[config.mk]
export PLATFORM = sky130hd
export DESIGN_NAME = dict_match_encoder_pipe
export DESIGN_NICKNAME = d
export VERILOG_FILES = /design/src/rtl/dict_match_encoder_pipe.sv
export SDC_FILE = /design/constraint.sdc
export NUM_CORES = 1
export LEC_CHECK = 0
export ABC_CLOCK_PERIOD_IN_PS = 42000
export CORE_MARGIN = 4
export CORE_UTILIZATION = 35
export CTS_CLUSTER_SIZE = 28
export DETAILED_ROUTE_END_ITERATION = 6
export PLACE_DENSITY_LB_ADDON = 0.25
export SETUP_SLACK_MARGIN = 0.02
export SLEW_MARGIN = 20
export SYNTH_ARGS = -nofsm -noshare
export SYNTH_HDL_FRONTEND = slang
export SYNTH_SLANG_ARGS = --single-unit
[constraint.sdc]
create_clock -name clk -period 42 [get_ports clk]
set_input_delay 4.2 -clock clk [delete_from_list [all_inputs] [get_ports clk]]
set_output_delay 4.2 -clock clk [all_outputs]
set_load 0.02 [all_outputs]
[src/rtl/dict_match_encoder_pipe.sv]
// Two-stage pipelined dictionary match encoder: per-word popcount/lowest-bit in S1,
// first-match or best-match word selection registered in S2, valid/ready on both sides.
module dict_match_encoder_pipe #(
    parameter  int unsigned NUM_WORDS      = 16,
    parameter  int unsigned BYTES_PER_WORD = 4,
    localparam int unsigned WIDX_W         = $clog2(NUM_WORDS),
    localparam int unsigned BIDX_W         = $clog2(BYTES_PER_WORD),
    localparam int unsigned CNT_W          = $clog2(BYTES_PER_WORD + 1),
    localparam int unsigned VEC_W          = NUM_WORDS * BYTES_PER_WORD
) (
    input  logic                      clk,
    input  logic                      reset,
    input  logic                      in_valid,
    output logic                      in_ready,
    input  logic [VEC_W-1:0]          vec,
    input  logic                      mode,
    output logic                      out_valid,
    input  logic                      out_ready,
    output logic                      hit,
    output logic [WIDX_W-1:0]         word_idx,
    output logic [BIDX_W-1:0]         byte_idx,
    output logic [CNT_W-1:0]          match_cnt,
    output logic [BYTES_PER_WORD-1:0] match_mask
);

    function automatic logic [CNT_W-1:0] grp_popcount(input logic [BYTES_PER_WORD-1:0] g);
        logic [CNT_W-1:0] cnt;
        cnt = '0;
        for (int i = 0; i < BYTES_PER_WORD; i++) begin
            cnt = cnt + CNT_W'(g[i]);
        end
        return cnt;
    endfunction

    function automatic logic [BIDX_W-1:0] grp_lowest(input logic [BYTES_PER_WORD-1:0] g);
        logic [BIDX_W-1:0] idx;
        logic              found;
        idx   = '0;
        found = 1'b0;
        for (int i = 0; i < BYTES_PER_WORD; i++) begin
            if (g[i] && !found) begin
                idx   = BIDX_W'(i);
                found = 1'b1;
            end
        end
        return idx;
    endfunction

    // S1 state
    logic                                 s1_valid_q, s1_valid_d;
    logic [VEC_W-1:0]                     s1_vec_q, s1_vec_d;
    logic                                 s1_mode_q, s1_mode_d;
    logic [NUM_WORDS-1:0]                 s1_gvalid_q, s1_gvalid_d;
    logic [NUM_WORDS-1:0][CNT_W-1:0]      s1_pcnt_q, s1_pcnt_d;
    logic [NUM_WORDS-1:0][BIDX_W-1:0]     s1_lsb_q, s1_lsb_d;

    // S2 (output) state
    logic                      out_valid_q, out_valid_d;
    logic                      hit_q, hit_d;
    logic [WIDX_W-1:0]         word_idx_q, word_idx_d;
    logic [BIDX_W-1:0]         byte_idx_q, byte_idx_d;
    logic [CNT_W-1:0]          match_cnt_q, match_cnt_d;
    logic [BYTES_PER_WORD-1:0] match_mask_q, match_mask_d;

    logic                      s2_load;
    logic [NUM_WORDS-1:0]      in_gvalid;
    logic [NUM_WORDS-1:0][CNT_W-1:0]  in_pcnt;
    logic [NUM_WORDS-1:0][BIDX_W-1:0] in_lsb;
    logic [WIDX_W-1:0]         sel;
    logic [CNT_W-1:0]          best_cnt;
    logic                      first_found;
    logic [BYTES_PER_WORD-1:0] sel_mask;

    // S2 takes a new entry whenever its current content is empty or being consumed
    assign s2_load  = !out_valid_q || out_ready;
    assign in_ready = !s1_valid_q || s2_load;

    // Per-group summaries of the incoming vector
    always_comb begin
        in_gvalid = '0;
        in_pcnt   = '0;
        in_lsb    = '0;
        for (int j = 0; j < NUM_WORDS; j++) begin
            in_gvalid[j] = |vec[j*BYTES_PER_WORD +: BYTES_PER_WORD];
            in_pcnt[j]   = grp_popcount(vec[j*BYTES_PER_WORD +: BYTES_PER_WORD]);
            in_lsb[j]    = grp_lowest(vec[j*BYTES_PER_WORD +: BYTES_PER_WORD]);
        end
    end

    always_comb begin
        s1_valid_d  = s1_valid_q;
        s1_vec_d    = s1_vec_q;
        s1_mode_d   = s1_mode_q;
        s1_gvalid_d = s1_gvalid_q;
        s1_pcnt_d   = s1_pcnt_q;
        s1_lsb_d    = s1_lsb_q;
        if (in_ready) begin
            s1_valid_d = in_valid;
            if (in_valid) begin
                s1_vec_d    = vec;
                s1_mode_d   = mode;
                s1_gvalid_d = in_gvalid;
                s1_pcnt_d   = in_pcnt;
                s1_lsb_d    = in_lsb;
            end
        end
    end

    // Strict '>' scanning upward keeps ties on the lowest word; no hit falls back to word 0
    always_comb begin
        sel         = '0;
        best_cnt    = '0;
        first_found = 1'b0;
        for (int j = 0; j < NUM_WORDS; j++) begin
            if (s1_mode_q) begin
                if (s1_pcnt_q[j] > best_cnt) begin
                    best_cnt = s1_pcnt_q[j];
                    sel      = WIDX_W'(j);
                end
            end else if (s1_gvalid_q[j] && !first_found) begin
                sel         = WIDX_W'(j);
                first_found = 1'b1;
            end
        end
    end

    assign sel_mask = s1_vec_q[sel*BYTES_PER_WORD +: BYTES_PER_WORD];

    always_comb begin
        out_valid_d  = out_valid_q;
        hit_d        = hit_q;
        word_idx_d   = word_idx_q;
        byte_idx_d   = byte_idx_q;
        match_cnt_d  = match_cnt_q;
        match_mask_d = match_mask_q;
        if (s2_load) begin
            out_valid_d = s1_valid_q;
            if (s1_valid_q) begin
                hit_d        = |s1_gvalid_q;
                word_idx_d   = sel;
                byte_idx_d   = s1_lsb_q[sel];
                match_cnt_d  = s1_pcnt_q[sel];
                match_mask_d = sel_mask;
            end
        end
    end

    always_ff @(posedge clk or posedge reset) begin
        if (reset) begin
            s1_valid_q   <= 1'b0;
            s1_vec_q     <= '0;
            s1_mode_q    <= 1'b0;
            s1_gvalid_q  <= '0;
            s1_pcnt_q    <= '0;
            s1_lsb_q     <= '0;
            out_valid_q  <= 1'b0;
            hit_q        <= 1'b0;
            word_idx_q   <= '0;
            byte_idx_q   <= '0;
            match_cnt_q  <= '0;
            match_mask_q <= '0;
        end else begin
            s1_valid_q   <= s1_valid_d;
            s1_vec_q     <= s1_vec_d;
            s1_mode_q    <= s1_mode_d;
            s1_gvalid_q  <= s1_gvalid_d;
            s1_pcnt_q    <= s1_pcnt_d;
            s1_lsb_q     <= s1_lsb_d;
            out_valid_q  <= out_valid_d;
            hit_q        <= hit_d;
            word_idx_q   <= word_idx_d;
            byte_idx_q   <= byte_idx_d;
            match_cnt_q  <= match_cnt_d;
            match_mask_q <= match_mask_d;
        end
    end

    assign out_valid  = out_valid_q;
    assign hit        = hit_q;
    assign word_idx   = word_idx_q;
    assign byte_idx   = byte_idx_q;
    assign match_cnt  = match_cnt_q;
    assign match_mask = match_mask_q;

endmodule

==> out/results.txt, run 1 <==
The count of endpoints failing hold in the final timing report is 0. In this run, post-CTS hold repair placed 0 buffers. For the worst setup path, the data arrival time is 21.80 ns. The routability-driven placement congestion ratio is 0.908, and the maximum clock skew at final layout is 0.00786 ns. The upper clock frequency limit is 46.6 MHz. At the pin with the least slew margin, the transition time is 1.09 ns. The cell type group with the largest total delay on the critical path is compound AO/OA/AOI/OAI gates.

The final layout contains 1656 nets. Buffers added to address setup during post-CTS repair amount to 0. The total standard cell area after synthesis was 11900 um^2. In the routed layout, each cell is associated on average with a via count of 5.32.

The completed layout was analyzed and its total power is 1.06 mW. The sum of buffers and inverters on the critical path is 3, and the number of enable flip-flop cells after synthesis is 0. Setup repair after global routing left no endpoint under its margin. The first detailed-routing pass took 5 iterations. The tools report the total detailed-routing wirelength as 35.5 mm. The logs give 1922 for the final cell count without fillers and 35.4% for the starting utilization of the core area. The run gives 10100 as the number of global-route vias before repair. For the clock insertion delay at the later pin of the skew report, the log shows 0.43 ns.

Setup violations remaining at the end of the flow were counted as 0. Tightest slew margin relative to the limit: 26.6%. Register clock-pin slew on the reported worst setup and hold paths: 0.07 ns. Row generation in the floorplan step produced 67 rows. Subtracting the final worst setup slack from the clock period gives 21.45 ns. The combined global-route utilization of all metal layers came out at 19.6%. Averaged over all synthesized cells, the footprint is 8.40 um^2. The type of origin of the critical path is a flip-flop. The worst hold path begins at s1_vec_q[62].

The max capacitance violation total is 0. Detailed placement ended at an HPWL of 26.3 mm. Residual DRC count: 0. The number of H-tree levels is 4, and the maximum clock path buffer count is 2. The tools report the hold path endpoint as s1_vec_q[62].

The port buffer count is 84. The worst setup path category was reg2reg. After clock tree synthesis, the repair step resized 0 gates. Stage delay of the slowest cell on the critical path: 0.73 ns. The worst register-to-register path begins at s1_mode_q.

Adding up every negative setup slack in the final design gives 0 ns. The netlist uses 68 different library cells. TritonCTS built the clock tree. The analysis attributes to cell leakage a power of 6.42 nW.

Of the synthesized area, sequential elements account for 37.3%. In this run the worst hold path is classified as reg2reg. The die covers 36900 um^2. The slowest stage of the critical path belongs to the cell sky130_fd_sc_hd__a31oi_4.

The number of placed I/O pins was 85; the top fanout value on the critical path was 57. The clock net sink count is 177. The buffer cell driving the clock tree root was sky130_fd_sc_hd__clkbuf_16. The total number of vias came out at 10200.

The critical path data required time was 42.35 ns. The fraction of layout instances using a drive strength above 1 works out to 4.55%. The tools report the violation count after the first detailed-route iteration as 893. The run finished with clean final reports. From left edge to right edge, the die measures 192 um. The synthesized design contains 177 register bits. The logs give 17 for the TritonCTS buffer count and 0 for the number of synthesis warnings. The run gives 0 as the antenna diode count. Destination of the worst register-to-register timing path: byte_idx[1]. The commonest register cell after synthesis was sky130_fd_sc_hd__dfrtp_1. The pin count of the biggest net entering global routing was 111.

In the final routed layout, each cell accounts on average for 18.5 um. The number of cells after detailed placement was 1891. The die is 192 um tall.

Compared with the post-synthesis result, the final layout area differs by 15.5%. The number of nets produced by synthesis is 1608, and the depth of the most critical reg-to-reg path is 97. The core box area was 33500 um^2; the proportion of register bits with asynchronous set or reset after synthesis was 100%. Dividing the final minimum period by the clock period gives 51.1%.

The count of antenna-violating nets left after detailed routing was 0. The worst-case IR drop observed on VDD is 0.0000473 V. The sum of overflow across all layers after global routing is 0, and the worst hold path depth is 2. The worst setup path is captured at a flip-flop. The first global-routing pass estimated 56.9 mm of wire. The post-synthesis cell count was 1414; the final max-slew violation count was 0. Power spread over the standard cell area amounts to 77.6 nW/um^2. The worst register-to-register path has a setup slack of 20.55 ns. The number of antenna violations at the first check in global routing was 0; the post-route core utilization was 40.9%. The cell that appears most often on the critical path is sky130_fd_sc_hd__nand2_1.
==> worst max-delay path by stage <==
stage / cells after the start / endpoint / startpoint / slack (ns)
floorplan: 95 / match_mask[0] / s1_mode_q / 23.70
global placement: 98 / match_mask[3] / s1_mode_q / 21.38
detailed placement: 97 / match_cnt[0] / s1_mode_q / 20.85
CTS: 97 / match_cnt[0] / s1_mode_q / 20.76
global route: 97 / match_mask[3] / s1_mode_q / 18.37
finish: 97 / byte_idx[1] / s1_mode_q / 20.55
==> worst min-delay path, delay by kind of cell (launching register included) <==
| family | cells | cell delay (ns) |
|---|---|---|
| AND/OR/NAND/NOR | 2 | 0.11 |
| flip-flops | 1 | 0.34 |
==> report_power, final <==
group          internal [mW]  total (mW)  leakage (nW)  switching (mW)
clock network         0.0911       0.162         0.285          0.0709
logic                  0.242       0.679          4.00           0.437
registers              0.198       0.223          2.14          0.0250
==> through the flow <==
stage / area (um^2) / hold WS, ns / worst slack [ns]
floorplan: 11900 / 0.445 / 23.70
global placement: 13100 / 0.459 / 21.38
detailed placement: 13100 / 0.463 / 20.85
CTS: 13700 / 0.481 / 20.76
global route: 13700 / 0.498 / 18.37
finish: 13700 / 0.478 / 20.55
==> Yosys cell counts, types with 15 or more instances <==
cell	instances	area share, %
sky130_fd_sc_hd__a211oi_1	16	1.0
sky130_fd_sc_hd__a21oi_1	70	3.0
sky130_fd_sc_hd__a22oi_1	17	1.1
sky130_fd_sc_hd__a31oi_1	20	1.1
sky130_fd_sc_hd__clkbuf_1	46	1.5
sky130_fd_sc_hd__dfrtp_1	177	37
sky130_fd_sc_hd__fa_1	16	2.7
sky130_fd_sc_hd__ha_1	109	11
sky130_fd_sc_hd__inv_1	106	3.4
sky130_fd_sc_hd__mux2i_1	55	4.6
sky130_fd_sc_hd__nand2_1	328	10
sky130_fd_sc_hd__nand3_1	48	2.0
sky130_fd_sc_hd__nand3b_1	15	0.95
sky130_fd_sc_hd__nor2_1	73	2.3
sky130_fd_sc_hd__o21ai_0	130	5.5
==> registers in the layout, summed over array words and instances, names as in the netlist <==
signal / flops
byte_idx: 2
hit: 1
match_cnt: 3
match_mask: 4
out_valid: 1
s1_gvalid_q: 16
s1_lsb_q: 32
s1_mode_q: 1
s1_pcnt_q: 48
s1_valid_q: 1
s1_vec_q: 64
word_idx: 4
==> logic make-up (layout without fill, tap and decap cells) <==
family | count (synthesis) | count (layout) | synth area share (%)
adders and majority gates | 125 | 125 | 14.2
AOI/OAI and AO/OA | 344 | 344 | 18.1
muxes | 58 | 58 | 4.92
and+or+nand+nor | 536 | 536 | 19.6
buffers and inverters | 174 | 234 | 5.88
DFF | 177 | 177 | 37.3
==> routing by layer <==
metal	track usage, %	part of all wire, %	wire (um)	vias up
met3	2.47	3.6	1290	56
met4	5.95	2.3	829	0
li1	-	-	-	4958
met2	29.6	44	15500	233
met5	0	0	0	-
met1	29.2	50	17900	4973
==> layout make-up <==
type / instances / area [um^2]
fill: 3467 / 19800
multi-input combinational: 1063 / 6790
sequential: 177 / 4430
timing repair buffer: 96 / 938
tap: 448 / 561
clock buffer: 20 / 457
inverter: 107 / 407
clock inverter: 11 / 128
==> placed cells by master, fill, tap and decap left out, types with 4 or more instances in the layout <==
| cell type | Yosys | layout |
|---|---|---|
| sky130_fd_sc_hd__a211oi_1 | 16 | 16 |
| sky130_fd_sc_hd__a21bo_2 | 4 | 4 |
| sky130_fd_sc_hd__a21boi_0 | 8 | 8 |
| sky130_fd_sc_hd__a21o_1 | 14 | 14 |
| sky130_fd_sc_hd__a21oi_1 | 70 | 69 |
| sky130_fd_sc_hd__a22oi_1 | 17 | 17 |
| sky130_fd_sc_hd__a31oi_1 | 20 | 20 |
| sky130_fd_sc_hd__a32oi_1 | 4 | 4 |
| sky130_fd_sc_hd__a41oi_1 | 13 | 13 |
| sky130_fd_sc_hd__and2_1 | 11 | 9 |
| sky130_fd_sc_hd__and3_1 | 9 | 9 |
| sky130_fd_sc_hd__buf_4 | 1 | 10 |
| sky130_fd_sc_hd__clkbuf_16 | 0 | 17 |
| sky130_fd_sc_hd__clkdlybuf4s50_1 | 0 | 84 |
| sky130_fd_sc_hd__dfrtp_1 | 177 | 177 |
| sky130_fd_sc_hd__fa_1 | 16 | 16 |
| sky130_fd_sc_hd__ha_1 | 109 | 109 |
| sky130_fd_sc_hd__inv_1 | 106 | 105 |
| sky130_fd_sc_hd__mux2i_1 | 55 | 55 |
| sky130_fd_sc_hd__nand2_1 | 328 | 327 |
| sky130_fd_sc_hd__nand2b_1 | 7 | 7 |
| sky130_fd_sc_hd__nand3_1 | 48 | 48 |
| sky130_fd_sc_hd__nand3b_1 | 15 | 15 |
| sky130_fd_sc_hd__nor2_1 | 73 | 73 |
| sky130_fd_sc_hd__nor2b_1 | 5 | 5 |
| sky130_fd_sc_hd__nor3_1 | 13 | 12 |
| sky130_fd_sc_hd__nor4_1 | 6 | 6 |
| sky130_fd_sc_hd__o211ai_1 | 11 | 11 |
| sky130_fd_sc_hd__o21a_1 | 4 | 4 |
| sky130_fd_sc_hd__o21ai_0 | 130 | 130 |
| sky130_fd_sc_hd__o31ai_1 | 5 | 5 |
| sky130_fd_sc_hd__or2_2 | 4 | 4 |
| sky130_fd_sc_hd__or3_1 | 5 | 5 |
No activity file was read; power rests on OpenSTA's default activity.
==> inputs of run 2 (changes only) <==
--- a/config.mk
+++ b/config.mk
@@ -5,7 +5,7 @@
 export SDC_FILE = /design/constraint.sdc
 export NUM_CORES = 1
 export LEC_CHECK = 0
-export ABC_CLOCK_PERIOD_IN_PS = 42000
+export ABC_CLOCK_PERIOD_IN_PS = 18600
 export CORE_MARGIN = 4
 export CORE_UTILIZATION = 35
 export CTS_CLUSTER_SIZE = 28
==> constraint.sdc (replaced) <==
create_clock -name clk -period 18.6 [get_ports clk]
set_input_delay 1.86 -clock clk [delete_from_list [all_inputs] [get_ports clk]]
set_output_delay 1.86 -clock clk [all_outputs]
set_load 0.02 [all_outputs]
==> run 2 against run 1 <==
Net effect: setup slack worse by 20 ns; cell area increased by 9.5%; critical path depth decreased by 5; count of clock-buffer cells in the layout down 2; critical endpoint is now match_cnt[2]; maximum frequency grew 19%; critical path type unchanged; combinational power grew to 3.0 times the previous value; die area unchanged; non-clock buffer count rose by 55; flip-flop and latch count did not move.
==> out/results.txt, run 2 (same netlist as run 1, synthesis figures left out) <==
The violation count after the first detailed-route iteration came out at 814 (-8.8%). The post-route worst setup slack was 0.599 ns (-19.95 ns). The run finished with clean final reports. TritonCTS built the clock tree. The tools report the pin count of the biggest net entering global routing as 110 (-0.90%). Data arrival time of the critical path: 18.28 ns (-3.52 ns).

The clock insertion delay at the later pin of the skew report is 0.45 ns (+0.02 ns). In the layout the commonest cells are 313 x sky130_fd_sc_hd__nand2_1, 176 x sky130_fd_sc_hd__dfrtp_1, 120 x sky130_fd_sc_hd__o21ai_0, 104 x sky130_fd_sc_hd__inv_1, 91 x sky130_fd_sc_hd__ha_1. The routability-driven placement congestion ratio was 0.902 (-0.74%); the switching component of the power was 1.38 mW (+160%).

The horizontal die dimension was 192 um (unchanged). From synthesis to final layout, the design area changed by 26.4%. In the final layout, the registers with the most flip-flops are s1_vec_q: 64 flops, s1_pcnt_q: 48 flops, s1_lsb_q: 32 flops. The tightest slew margin relative to the limit is 38.2% (+12 points). The starting utilization of the core area is 35.4% (unchanged). The highest-delay cell along the critical path is sky130_fd_sc_hd__dfrtp_1. The routed wire length per instance came out at 18.6 um (+0.54%).

HPWL after detailed placement: 26.2 mm (-0.34%). The min-delay analysis places its worst path in the category reg2reg. The logs give 33500 um^2 (unchanged) for the core box area and 18.88 ns (-23.47 ns) for the critical path data required time. The number of flip-flops in the largest register is 64 (unchanged). The aggregate negative setup slack was 0 ns (unchanged); the port buffer count was 84 (unchanged). The transition time at the pin with the least slew margin is 0.928 ns (-0.164 ns).

The tools report the combined global-route utilization of all metal layers as 19.5% (-0.070 points). The worst setup path category is reg2reg. The run gives 0.000174 V (+270%) as the worst supply voltage drop on vdd. The residual DRC count was 0 (unchanged); the switching power share of the total was 47.0% (-3.1 points). The number of vias per cell was 5.26 (-1.0%); the power per standard cell area was 196 nW/um^2 (+150%). The run gives 0 (unchanged) as the count of endpoints failing hold in the final timing report. Register clock-pin slew on the reported worst setup and hold paths: 0.08 ns (about the same). The TritonCTS buffer count came out at 17 (unchanged).

Total number of vias: 10400 (+1.8%). CTS placed an instance of sky130_fd_sc_hd__clkbuf_16 at the clock tree root. The period utilization works out to 96.8% (+46 points). The clock net sink count was 177 (unchanged); the cell-internal power was 1.56 mW (+190%). Number of rows created at floorplan: 67 (unchanged).

The wire length of the first global-routing pass is 56.5 mm (-0.84%), and the die outline area is 36900 um^2 (unchanged). The hold-fix buffer count after cts was 0 (unchanged). The tools report the antenna diode count as 0 (unchanged). The library cell used most frequently in the layout, excluding fill and tap cells, is sky130_fd_sc_hd__nand2_1. For the upper clock frequency limit, the log shows 55.6 MHz (+19%).

The logs give 6.86 nW (+6.8%) for the static leakage power and 0 (unchanged) for the max capacitance violation total. The logs give 2 (unchanged) for the maximum clock path buffer count and 85 (unchanged) for the number of placed I/O pins. The final-report setup violation count is 0 (unchanged). The number of global-route vias before repair is 10100 (-0.53%). The number of antenna violations at the first check in global routing is 0 (unchanged), and the clock network fraction of total power is 13.4% (-1.8 points). The tools report the length of the first detailed-routing pass in iterations as 6 (+1).

Final max-slew violation count: 0 (unchanged). The tools report the total detailed-routing wirelength as 36.8 mm (+3.5%). The worst setup path is launched from a flip-flop. The worst slack at placement came out at -0.436 ns (-21.29 ns).

The top fanout value on the critical path is 10 (-82%). The sum of overflow across all layers after global routing is 0 (unchanged). Ranked by flip-flop count, first place goes to s1_vec_q. The time the final worst path needs with I/O delays and setup was 18.00 ns (-3.45 ns). The stage delay of the slowest cell on the critical path came out at 0.45 ns (-0.28 ns).

The count of antenna-violating nets left after detailed routing is 0 (unchanged), and the number of H-tree levels is 4 (unchanged). The logs give 0.00883 ns (+0.000971 ns) for the maximum clock skew at final layout and 3309 (-4.6%) for the fill cell instance count of the final layout. STA classifies the critical path endpoint as a flip-flop. The die boundary height was 192 um (unchanged); the fraction of layout instances using a drive strength above 1 was 15.7% (+11 points). The run gives 17.3% (-3.7 points) as the portion of total power attributed to sequential cells. The combinational fraction of design power came out at 69.3% (+5.5 points).

The net count of the finished layout was 1711 (+3.3%).
==> run 2: changes by cell type in the layout (fill, tap and decap cells not counted), sizes merged <==
cell / delta
clkbuf: -1
clkinv: +1
buf: +54
bufinv: +2
==> run 2: worst paths after layout <==
kind                                  to  slack (ns)  depth (start not counted)          from
hold / removal              s1_vec_q[62]        0.47                          2  s1_vec_q[62]
hold reg to reg             s1_vec_q[62]        0.47                          2  s1_vec_q[62]
setup reg to reg            match_cnt[2]        0.60                         92  s1_pcnt_q[4]
min in group asynchronous    s1_vec_q[1]        1.90                          2         reset
setup / recovery            match_cnt[2]        0.60                         92  s1_pcnt_q[4]
max in group asynchronous  s1_pcnt_q[45]       15.43                          3         reset
==> run 2: area by class of cell <==
cell class / count / area (um^2) / area share [%]
Multi-Input combinational cell: 1063 / 7560 / 50.4
Sequential cell: 177 / 4430 / 29.5
Timing Repair Buffer: 151 / 1420 / 9.47
Tap cell: 448 / 561 / 3.73
Clock buffer: 18 / 429 / 2.86
Inverter: 107 / 407 / 2.71
Clock inverter: 14 / 204 / 1.36
==> run 2: critical path: cells and delay by family (launching register included) <==
family | cells | cell delay (ns)
multiplexers | 3 | 0.76
AO/OA/AOI/OAI | 29 | 4.98
AND/OR/NAND/NOR | 39 | 6.28
flip-flops | 1 | 0.45
buffers and inverters | 6 | 1.09
adder cells (fa/ha/maj) | 15 | 4.26
==> run 2: per-stage QoR <==
stage	total power, mW	util (%)	instance area [um^2]	instances	hold slack [ns]
after floorplan	1.57	-	11900	1414	0.445
after global placement	2.07	39.5	13300	1907	0.458
after detailed placement	2.08	39.5	13300	1907	0.462
after CTS	2.50	41.5	13900	1939	0.478
after global routing	3.12	44.8	15000	1978	0.506
final	2.94	44.8	15000	1978	0.474
==> run 2: power by group through the flow <==
stage	logic, mW	clock network, mW	registers, mW
detailed placement	1.57	0	0.510
global placement	1.56	0	0.511
floorplan	1.06	0	0.504
global route	2.18	0.415	0.516
finish	2.04	0.394	0.508
CTS	1.60	0.400	0.503
==> run 2: timing repair <==
item / 4_1_cts / 5_1_grt
setup endpoints to repair: 9 / 13
gates cloned: 0 / 1
resized for setup: 12 / 155
setup buffers: 0 / 38
endpoints found under the hold margin: 0 / 0
pin swaps: 0 / 65
==> run 2: per-layer routing <==
| layer | track usage [%] | wire length [um] | vias to the layer above |
|---|---|---|---|
| li1 | - | - | 5073 |
| met1 | 29.3 | 17900 | 5027 |
| met2 | 29.2 | 16300 | 254 |
| met3 | 2.56 | 1670 | 54 |
| met4 | 6.12 | 904 | 0 |
| met5 | 0 | 0 | - |
==> inputs of run 3 (changes only) <==
--- a/config.mk
+++ b/config.mk
@@ -10,6 +10,7 @@
 export CORE_UTILIZATION = 35
 export CTS_CLUSTER_SIZE = 28
 export DETAILED_ROUTE_END_ITERATION = 6
+export DONT_BUFFER_PORTS = 1
 export PLACE_DENSITY_LB_ADDON = 0.25
 export SETUP_SLACK_MARGIN = 0.02
 export SLEW_MARGIN = 20
==> run 3 against run 2 <==
Net effect: sequential share of layout area increased by 1.8 points; hold slack improved by 0.0042 ns; largest power group unchanged; core utilization decreased by 2.6 points; largest cell class unchanged; critical path type unchanged.
==> out/results.txt, run 3 (same netlist as run 1, synthesis figures left out) <==
The number of antenna violations at the first check in global routing was 0 (unchanged). The worst setup path is captured at a flip-flop. The run gives 1.53 mW (-1.9%) as the cell-internal power.

The switching power share of the total came out at 47.7% (+0.74 points). Horizontal die dimension: 192 um (unchanged). The TritonCTS buffer count came out at 17 (unchanged). The fraction of layout instances using a drive strength above 1 came out at 16.5% (+0.77 points). The data arrival time of the critical path is 18.29 ns (about the same), and the number of flip-flops in the largest register is 64 (unchanged). The worst hold path depth came out at 2 (unchanged). The hold-fix buffer count after cts is 0 (unchanged), and the core box area is 33500 um^2 (unchanged). The hold slack was 0.478 ns (+0.00425 ns). The number of placed I/O pins was 85 (unchanged); the post-route cell area was 14100 um^2 (-5.9%).

The die boundary height was 192 um (unchanged). The library cells used most frequently in the layout, excluding fill and tap cells, are 315 x sky130_fd_sc_hd__nand2_1, 176 x sky130_fd_sc_hd__dfrtp_1, 123 x sky130_fd_sc_hd__o21ai_0, 105 x sky130_fd_sc_hd__inv_1, 95 x sky130_fd_sc_hd__ha_1. Combined global-route utilization of all metal layers: 19.1% (-0.45 points). The slowest stage of the critical path belongs to the cell sky130_fd_sc_hd__dfrtp_1. Transition time at the pin with the least slew margin: 0.884 ns (-0.0441 ns). Combinational fraction of design power: 69.7% (+0.4 points). Number of global-route vias before repair: 9621 (-4.6%).

The die outline area was 36900 um^2 (unchanged); the stage delay of the slowest cell on the critical path was 0.41 ns (-0.04 ns). The tools report the total number of vias as 10100 (-2.5%). The length of the first detailed-routing pass in iterations is 7 (+1).

The total chip power was 2.93 mW (-0.51%). The clock net sink count is 177 (unchanged), and the count of antenna-violating nets left after detailed routing is 0 (unchanged). The count of endpoints failing hold in the final timing report is 0 (unchanged), and the power per standard cell area is 207 nW/um^2 (+5.7%). Port buffer count: 0 (-100%). The run gives 16.1 mm (-1.1%) as the detailed-routed wire length on met2. The residual DRC count is 0 (unchanged), and the antenna diode count is 0 (unchanged).

The switching component of the power is 1.40 mW (+1.1%), and the starting utilization of the core area is 35.4% (unchanged). The clock network fraction of total power is 12.3% (-1.1 points). The pin count of the biggest net entering global routing came out at 111 (+0.91%). For the post-route core utilization, the log shows 42.1% (-2.6 points).

Signal routing reaches up to met4. The run gives 18.87 ns (about the same) as the critical path data required time. The routability-driven placement congestion ratio was 0.893 (-0.95%). Leaving out fill and tap cells, the most frequent cell in the layout is sky130_fd_sc_hd__nand2_1. The number of H-tree levels is 4 (unchanged), and the register clock-pin slew on the reported worst setup and hold paths is 0.07 ns (about the same). The total detailed-routing wirelength is 36.3 mm (-1.2%).

For the upper clock frequency limit, the log shows 55.5 MHz (-0.12%). The final max-slew violation count is 0 (unchanged), and the depth of the most critical reg-to-reg path is 94 (+2.2%). The portion of total power attributed to sequential cells is 18.1% (+0.8 points).

The run gives 0.00851 ns (-0.000317 ns) as the maximum clock skew at final layout. The run finished with clean final reports. Period utilization: 96.9% (+0.12 points). Static leakage power: 6.55 nW (-4.5%). Final-report setup violation count: 0 (unchanged). The most numerous cell type found on the critical path is sky130_fd_sc_hd__ha_4.

Top register by number of flip-flops: s1_vec_q. Tightest slew margin relative to the limit: 41.1% (+2.9 points). By startpoint and endpoint, the worst setup path is classified as reg2reg. For the max capacitance violation total, the log shows 0 (unchanged). Routed wire length per instance: 19.1 um (+2.9%).

Violation count after the first detailed-route iteration: 697 (-14%). The worst supply voltage drop on vdd was 0.000178 V (+2.0%). The run gives 0 ns (unchanged) as the aggregate negative setup slack. The buffer cell driving the clock tree root is sky130_fd_sc_hd__clkbuf_16. The tools report the HPWL after detailed placement as 25.9 mm (-1.4%). The time the final worst path needs with I/O delays and setup was 18.02 ns (+0.0220 ns). Maximum clock path buffer count: 2 (unchanged). The fill cell instance count of the final layout was 3400 (+2.8%). The clock insertion delay at the later pin of the skew report is 0.43 ns (-0.02 ns), and the wire length of the first global-routing pass is 54.8 mm (-2.9%). Number of rows created at floorplan: 67 (unchanged). For the met3 routed wirelength, the log shows 1.94 mm (+16%). TritonCTS built the clock tree. The net count of the finished layout is 1633 (-4.6%), and the cell area after placement is 12400 um^2 (-6.3%). The run gives 17.4 mm (-2.9%) as the wire length the detailed router placed on met1.

From synthesis to final layout, the design area changed by 19.0%. The top fanout value on the critical path works out to 8 (-2). For the sum of overflow across all layers after global routing, the log shows 0 (unchanged).

The type of origin of the critical path is a flip-flop. The number of vias per cell was 5.34 (+1.5%). The type of the most critical hold path was reg2reg. In the final layout, the registers with the most flip-flops are s1_vec_q: 64 flops, s1_pcnt_q: 48 flops, s1_lsb_q: 32 flops.
==> run 3: changes by cell type in the layout (fill, tap and decap cells not counted), sizes merged <==
cell	change
clkbuf	+1
clkdlybuf4s50	-84
bufinv	-3
clkinv	+1
clkinvlp	+1
buf	+6
==> run 3: final timing paths <==
kind / from / endpoint / slack (ns)
max in group asynchronous: reset / s1_vec_q[30] / 15.76
worst max register to register: s1_mode_q / byte_idx[0] / 0.58
worst max-delay path: s1_mode_q / byte_idx[0] / 0.58
worst min-delay path: s1_lsb_q[31] / s1_lsb_q[31] / 0.48
worst min register to register: s1_lsb_q[31] / s1_lsb_q[31] / 0.48
min in group asynchronous: reset / s1_vec_q[3] / 1.43
==> run 3: critical path, delay by kind of cell, from the launching register on <==
kind | cells | cell delay [ns]
DFF | 1 | 0.41
and+or+nand+nor | 44 | 7.52
AOI/OAI and AO/OA | 28 | 4.48
muxes | 2 | 0.46
adders and majority gates | 15 | 4.31
buffers and inverters | 5 | 0.69
==> run 3: cell type report <==
class	instances	area (um^2)	share of cell area, %
multi-input combinational	1063	7510	53.1
tap	448	561	3.97
inverter	107	409	2.90
clock buffer	19	453	3.20
timing repair buffer	73	647	4.58
clock inverter	13	126	0.894
sequential	177	4430	31.4
==> run 3: repair_timing <==
action | 4_1_cts | 5_1_grt
endpoints found under the setup margin | 9 | 13
resized for setup | 10 | 147
pin swaps | 0 | 59
buffers inserted | 0 | 43
cloned | 0 | 1
==> run 3: power by group through the flow <==
stage	registers (mW)	clock network, mW	logic [mW]
3_3_place_gp	0.531	0	1.51
2_1_floorplan	0.504	0	1.06
4_1_cts	0.525	0.366	1.54
5_1_grt	0.537	0.380	2.18
6_report	0.529	0.359	2.04
3_5_place_dp	0.531	0	1.52
==> run 3: layer usage <==
layer | GRT usage, % | vias to the layer above
met3 | 4.07 | 64
li1 | - | 4936
met5 | 0 | -
met1 | 27.4 | 4857
met2 | 29.0 | 289
met4 | 5.51 | 0
==> run 3: metrics by stage <==
stage                     setup slack [ns]  std cells
after floorplan                      0.302       1414
after global placement               0.135       1824
after detailed placement            -0.349       1824
after CTS                           0.0352       1856
after global routing                -0.217       1900
final                                0.577       1900
